--- src/rtl/rv_mem_pkg.sv ---
// Shared instruction-memory definitions used by the boot loader and the
// instruction memory, so both agree on depth, address width and word size.
package rv_mem_pkg;

  localparam int IM_DEPTH   = 128;  // words
  localparam int IM_ADDR_W  = 16;   // byte-address width
  localparam int WORD_BYTES = 4;

  // Loader FSM states. ST_CHK is only entered when the checksum option is built in.
  typedef enum logic [2:0] {
    ST_IDLE   = 3'd0,
    ST_LEN_LO = 3'd1,
    ST_LEN_HI = 3'd2,
    ST_DATA   = 3'd3,
    ST_WRITE  = 3'd4,
    ST_DONE   = 3'd5,
    ST_ERR    = 3'd6,
    ST_CHK    = 3'd7
  } ld_state_e;

endpackage

--- src/rtl/byte_to_word.sv ---
// Little-endian byte-to-word assembler: the first byte of a word lands in
// word[7:0]. word_valid marks the cycle in which the last byte is accepted;
// the complete word is visible on 'word' from the following cycle.
module byte_to_word
  import rv_mem_pkg::*;
(
  input  logic        clk,
  input  logic        rst,
  input  logic        clr,
  input  logic        byte_valid,
  input  logic [7:0]  byte_in,
  output logic [31:0] word,
  output logic        word_valid
);

  localparam int CNT_W = $clog2(WORD_BYTES);

  logic [CNT_W-1:0] byte_cnt;

  // Last byte of the word is being accepted this cycle.
  always_comb begin
    word_valid = byte_valid && (byte_cnt == CNT_W'(WORD_BYTES - 1));
  end

  // Byte counter and assembly register; clr restarts at byte 0 for a new load.
  // NOTE: sequential state uses non-blocking assignments so every flop samples
  // pre-edge values, independent of statement order between always blocks.
  always_ff @(posedge clk) begin
    if (rst || clr) begin
      byte_cnt <= '0;
      word     <= '0;
    end else if (byte_valid) begin
      word[8*byte_cnt +: 8] <= byte_in;
      byte_cnt              <= word_valid ? '0 : byte_cnt + CNT_W'(1);
    end
  end

endmodule

--- src/rtl/im_loader.sv ---
// Instruction-memory boot loader. Receives "N (16-bit LE) + N words (32-bit LE)"
// as a byte stream, writes each word to the instruction memory and keeps the
// core held until the load completes.
// Build option: define IM_LOADER_CHECKSUM_EN to expect a trailing XOR checksum
// byte over all payload bytes (count bytes excluded).
module im_loader
  import rv_mem_pkg::*;
#(
  parameter int ADDR_W = IM_ADDR_W,
  parameter int DEPTH  = IM_DEPTH
) (
  input  logic              clk,
  input  logic              rst,
  input  logic              start,
  input  logic [7:0]        in_data,
  input  logic              in_valid,
  output logic              in_ready,
  output logic              we,
  output logic [ADDR_W-1:0] waddr,
  output logic [31:0]       wdata,
  output logic              cpu_hold,
  output logic              done,
  output logic              err
);

  // Word index must reach DEPTH itself, hence one extra bit.
  localparam int IDX_W = $clog2(DEPTH) + 1;

`ifdef IM_LOADER_CHECKSUM_EN
  localparam ld_state_e END_ST = ST_CHK;
`else
  localparam ld_state_e END_ST = ST_DONE;
`endif

  ld_state_e        state, state_nx;
  logic [15:0]      len;
  logic [IDX_W-1:0] idx;
  logic             xfer;
  logic             start_ok;
  logic             last_word;
  logic             word_valid;
  logic [31:0]      word;
  logic [15:0]      len_full;
`ifdef IM_LOADER_CHECKSUM_EN
  logic [7:0]       chk;
`endif

  // Handshake and decision helpers shared by the FSM and the datapath.
  always_comb begin
    xfer      = in_valid && in_ready;
    start_ok  = start && (state == ST_IDLE || state == ST_DONE || state == ST_ERR);
    len_full  = {in_data, len[7:0]};
    last_word = (16'(idx) + 16'd1) == len;
  end

  byte_to_word u_b2w (
    .clk        (clk),
    .rst        (rst),
    .clr        (start_ok),
    .byte_valid (state == ST_DATA && xfer),
    .byte_in    (in_data),
    .word       (word),
    .word_valid (word_valid)
  );

  // State register.
  always_ff @(posedge clk) begin
    if (rst) state <= ST_IDLE;
    else     state <= state_nx;
  end

  // Next-state logic.
  // NOTE: every combinational output gets a default first, so no path leaves
  // it unassigned and no latch is inferred.
  always_comb begin
    state_nx = state;
    unique case (state)
      ST_IDLE:   if (start) state_nx = ST_LEN_LO;
      ST_LEN_LO: if (xfer)  state_nx = ST_LEN_HI;
      ST_LEN_HI: begin
        if (xfer) begin
          if (len_full == 16'd0)              state_nx = END_ST;
          else if (len_full > 16'(DEPTH))     state_nx = ST_ERR;
          else                                state_nx = ST_DATA;
        end
      end
      ST_DATA:   if (word_valid) state_nx = ST_WRITE;
      ST_WRITE:  state_nx = last_word ? END_ST : ST_DATA;
`ifdef IM_LOADER_CHECKSUM_EN
      ST_CHK:    if (xfer) state_nx = (in_data == chk) ? ST_DONE : ST_ERR;
`endif
      ST_DONE,
      ST_ERR:    if (start) state_nx = ST_LEN_LO;
      default:   state_nx = ST_IDLE;
    endcase
  end

  // Length, word index and running checksum.
  always_ff @(posedge clk) begin
    if (rst) begin
      len <= '0;
      idx <= '0;
`ifdef IM_LOADER_CHECKSUM_EN
      chk <= '0;
`endif
    end else begin
      if (start_ok) begin
        idx <= '0;
`ifdef IM_LOADER_CHECKSUM_EN
        chk <= '0;
`endif
      end
      if (state == ST_LEN_LO && xfer) len[7:0]  <= in_data;
      if (state == ST_LEN_HI && xfer) len[15:8] <= in_data;
      if (state == ST_WRITE)          idx       <= idx + IDX_W'(1);
`ifdef IM_LOADER_CHECKSUM_EN
      if (state == ST_DATA && xfer)   chk       <= chk ^ in_data;
`endif
    end
  end

  // Moore outputs decoded from the state; WRITE never asserts in_ready.
  always_comb begin
    in_ready = 1'b0;
    we       = 1'b0;
    cpu_hold = 1'b1;
    done     = 1'b0;
    err      = 1'b0;
    unique case (state)
      ST_LEN_LO,
      ST_LEN_HI,
      ST_DATA:  in_ready = 1'b1;
`ifdef IM_LOADER_CHECKSUM_EN
      ST_CHK:   in_ready = 1'b1;
`endif
      ST_WRITE: we = 1'b1;
      ST_DONE: begin
        done     = 1'b1;
        cpu_hold = 1'b0;
      end
      ST_ERR:   err = 1'b1;
      default:  ;
    endcase
  end

  // Write address is the word index in bytes, zero-extended.
  always_comb begin
    waddr              = '0;
    waddr[IDX_W+1:0]   = {idx, 2'b00};
    wdata              = word;
  end

endmodule

--- config.mk ---
export PLATFORM = sky130hd
export DESIGN_NAME = im_loader
export DESIGN_NICKNAME = d
export VERILOG_FILES = /design/src/rtl/rv_mem_pkg.sv /design/src/rtl/byte_to_word.sv /design/src/rtl/im_loader.sv
export SDC_FILE = /design/constraint.sdc
export NUM_CORES = 1
export LEC_CHECK = 0
export CORE_MARGIN = 10
export CORE_UTILIZATION = 50
export DETAILED_ROUTE_END_ITERATION = 7
export PLACE_DENSITY = 0.77
export SYNTH_ARGS = -nofsm -noshare
export SYNTH_HDL_FRONTEND = slang
export SYNTH_HIERARCHICAL = 1
export SYNTH_SLANG_ARGS = --single-unit
export TNS_END_PERCENT = 1
--- constraint.sdc ---
create_clock -name clk -period 5.9 [get_ports clk]
set_input_delay 1.18 -clock clk [delete_from_list [all_inputs] [get_ports clk]]
set_output_delay 1.18 -clock clk [all_outputs]
set_load 0.05 [all_outputs]
==> impl_metrics.csv <==
group,metric,value,unit
layout,syn_to_final_growth,23.5,%
clock_network,cts.sinks,61,
setup_path,cp-start-kind,"flop",
setup_path,cp-end-kind,"output pin",
placement,dp_hpwl,5.37,mm
clock_network,ctsHoldBuffers,0,
setup_path,crit_type,"reg -> out",
floorplanning,die_height,96.6,um
clock_network,cts-resized-gates,0,
grt,grt_overflow,0,
setup_path,worstPathArrival,2.42,ns
floorplanning,die_w,96.6,um
drt,vias_per_cell,5.67,
sta,finalSetupTns,0,ns
logic_synthesis,synthFlopType,"dfxtp_1",
drt,route.vias.total,2633,
layout,antenna_cells,0,
grt,grt_pass1_vias,2566,
logic_synthesis,synth.distinct_cells,52,
floorplanning,core_area,5610,um2
floorplanning,start_util,0.523,
setup_path,regToRegSetupSlack,3.11,ns
placement,gp_congestion,0.918,
clock_network,clockRootBuffer,"clkbuf_8",
placement,io_buffers,56,
logic_synthesis,synth_edf_count,0,
logic_synthesis,yosysSeqAreaShare,0.417,
sta,slew_headroom,0.285,
layout,multi_input_area,1530,um2
sta,worst_slew_pin_slew,1.07,ns
sta,rsz0062_at_grt,"false",
sta,period_minus_slack,3.60,ns
logic_synthesis,yosysMostFrequentCell,"dfxtp_1",
sta,fmax,278,MHz
layout,post-route-util,0.646,
drt,wl_per_cell,16.3,um
drt,drtPass1Iterations,4,
layout,fin_nets,406,
sta,final_hold_viol_count,0,
logic_synthesis,yosys-top-cells-count,"dfxtp_1 (61), nand2_1 (48), a21oi_1 (36), nor2_1 (28), nand4_1 (18)",
grt,grt_pass1_wl,12.5,mm
clock_network,cts_setup_buffers,0,
clock_network,cts.path.max_buffers,2,
setup_path,ff2ff_path_depth,8,
logic_synthesis,ys_ff_latch,61,
layout,fill_cells,499,
floorplanning,num_rows,27,
sta,fin_crit_sh,0.610,
logic_synthesis,synth_compound_area_frac,0.165,
grt,grt_max_degree,29,
grt,antenna_found_initial,0,
logic_synthesis,yosysWarningCount,6,
drt,drtIter0Drc,171,
sta,finalSetupViolations,0,
drt,drcViolationCount,0,
drt,drt_wl_total,7.55,mm
flow_run,max_cap_violations,0,
logic_synthesis,postSynthCellCount,342,
clock_network,htreeDepth,3,
logic_synthesis,yosysTopAreaCellShare,0.417,
floorplanning,design.die.area,9330,um2
logic_synthesis,synth_area,2930,um2
clock_network,cts_tree,"built",
logic_synthesis,yosys.area.top_type,"dfxtp_1",
sta,maxSlewViolCount,0,
setup_path,worstPathMaxFanout,13,
logic_synthesis,post_synth_mux_area_share,0.0341,
grt,grt_usage,0.169,
logic_synthesis,ys_top_cells_by_area,"dfxtp_1 (42%), a21oi_1 (6.1%), nand2_1 (6.1%)",
sta,finClkSkew,0.00827,ns
clock_network,clkSlewWorstSetupHoldPaths,0.06,ns
logic_synthesis,yosys.area_share.simple,0.244,
setup_path,critical_path_required,4.72,ns
status,status,"finished, final reports clean",
power_and_ir_drop,leakage,1.27,nW
power_and_ir_drop,p_per_area,311,nW/um2
clock_network,clk_latency,0.33,ns
logic_synthesis,synth.avg_cell_area,8.57,um2
layout,post_route_cells_drive_above_1_share,0.0612,
hold_path,min_path_cells,2,
power_and_ir_drop,ir_drop,0.170,mV
floorplanning,ios,65,
logic_synthesis,synth_top_family_by_area,"simple AND/OR/NAND/NOR gates",
layout,regArea,1220,um2
clock_network,cts_buffers,9,
logic_synthesis,synth_adder_area_share,0.0256,
drt,ant_nets,0,
hold_path,worst_hold_path_type,"reg -> reg",
logic_synthesis,synthArstFlopShare,0,
logic_synthesis,synth-xor-area-share,0.0448,
==> flip-flops by register name, summed over array words and instances, names as in the netlist <==
name	count
u_b2w/byte_cnt	2
idx	8
state	3
len	16
u_b2w/word	32
==> kinds of logic (layout without fill, tap and decap cells) <==
family / Yosys count / after routing
other cells: 1 / 8
compound gates: 73 / 73
fa+ha+maj: 6 / 6
xor+xnor: 15 / 15
mux: 10 / 10
simple gates: 138 / 138
flops: 61 / 61
buf+inv: 38 / 81
==> metrics by stage <==
step                      hold slack [ns]  instance area, um2  setup WS, ns  instances  power [mW]
final                               0.455                3620          2.30        464        1.13
after global routing                0.477                3620          2.15        464        1.18
after CTS                           0.458                3620          2.30        464        1.13
after detailed placement            0.450                3440          2.09        449       0.797
after global placement              0.443                3440          2.22        449       0.790
after floorplan                     0.451                2960          3.11        349       0.721
==> critical path, stage by stage (launching register included) <==
cell             delay, ns
dfxtp_1               0.42
nor2_1                0.26
nand2_1               0.29
inv_1                 0.26
clkdlybuf4s50_1       0.85
==> routing by layer <==
layer	vias to the layer above	GRT usage	part of all wire
met5	-	0	0
met2	93	0.258	0.45
li1	1293	-	-
met1	1241	0.209	0.44
met3	6	0.0625	0.11
met4	0	0.0726	0.0078
==> cell type report <==
class	instances	share of cell area
multi-input combinational	250	0.424
sequential	61	0.337
timing repair buffer	56	0.155
clock buffer	14	0.0477
tap	72	0.0249
inverter	10	0.0104
clock inverter	1	0.00138
==> report_power, final <==
part | leakage, nW | internal (mW) | switching, mW
logic | 0.684 | 0.106 | 0.216
clock network | 0.0926 | 0.184 | 0.152
registers | 0.493 | 0.435 | 0.0326
total | 1.27 | 0.726 | 0.401
==> cell usage in the layout, fill, tap and decap left out, types with 2 or more instances in the layout <==
master           netlist  layout
xnor2_1               11      11
dfxtp_1               61      61
nor3_1                 4       4
clkbuf_8               0      12
mux2i_1               10      10
a31oi_1                2       2
xor2_1                 4       4
nor2b_1                5       5
nand2_1               48      48
a32o_1                15      15
nand4_1               18      18
or3_1                  5       5
o21ai_0                3       3
nor4_1                 2       2
o21ai_1                7       7
conb_1                 1       8
and3_1                 5       5
nor2_1                28      28
a21oi_1               36      36
clkbuf_1              10       2
nand3_1                6       6
inv_1                  9       9
clkdlybuf4s50_1        0      56
or4_4                  2       2
or4_1                  2       2
ha_1                   6       6
==> path summary, 6_finish.rpt <==
kind                                    start            end
worst max-delay path                 state[0]             we
worst min-delay path            u_b2w/word[8]  u_b2w/word[8]
worst min register to register  u_b2w/word[8]  u_b2w/word[8]
worst max register to register       state[0]       state[0]
Note: power is estimated with default switching activity, not from simulation.
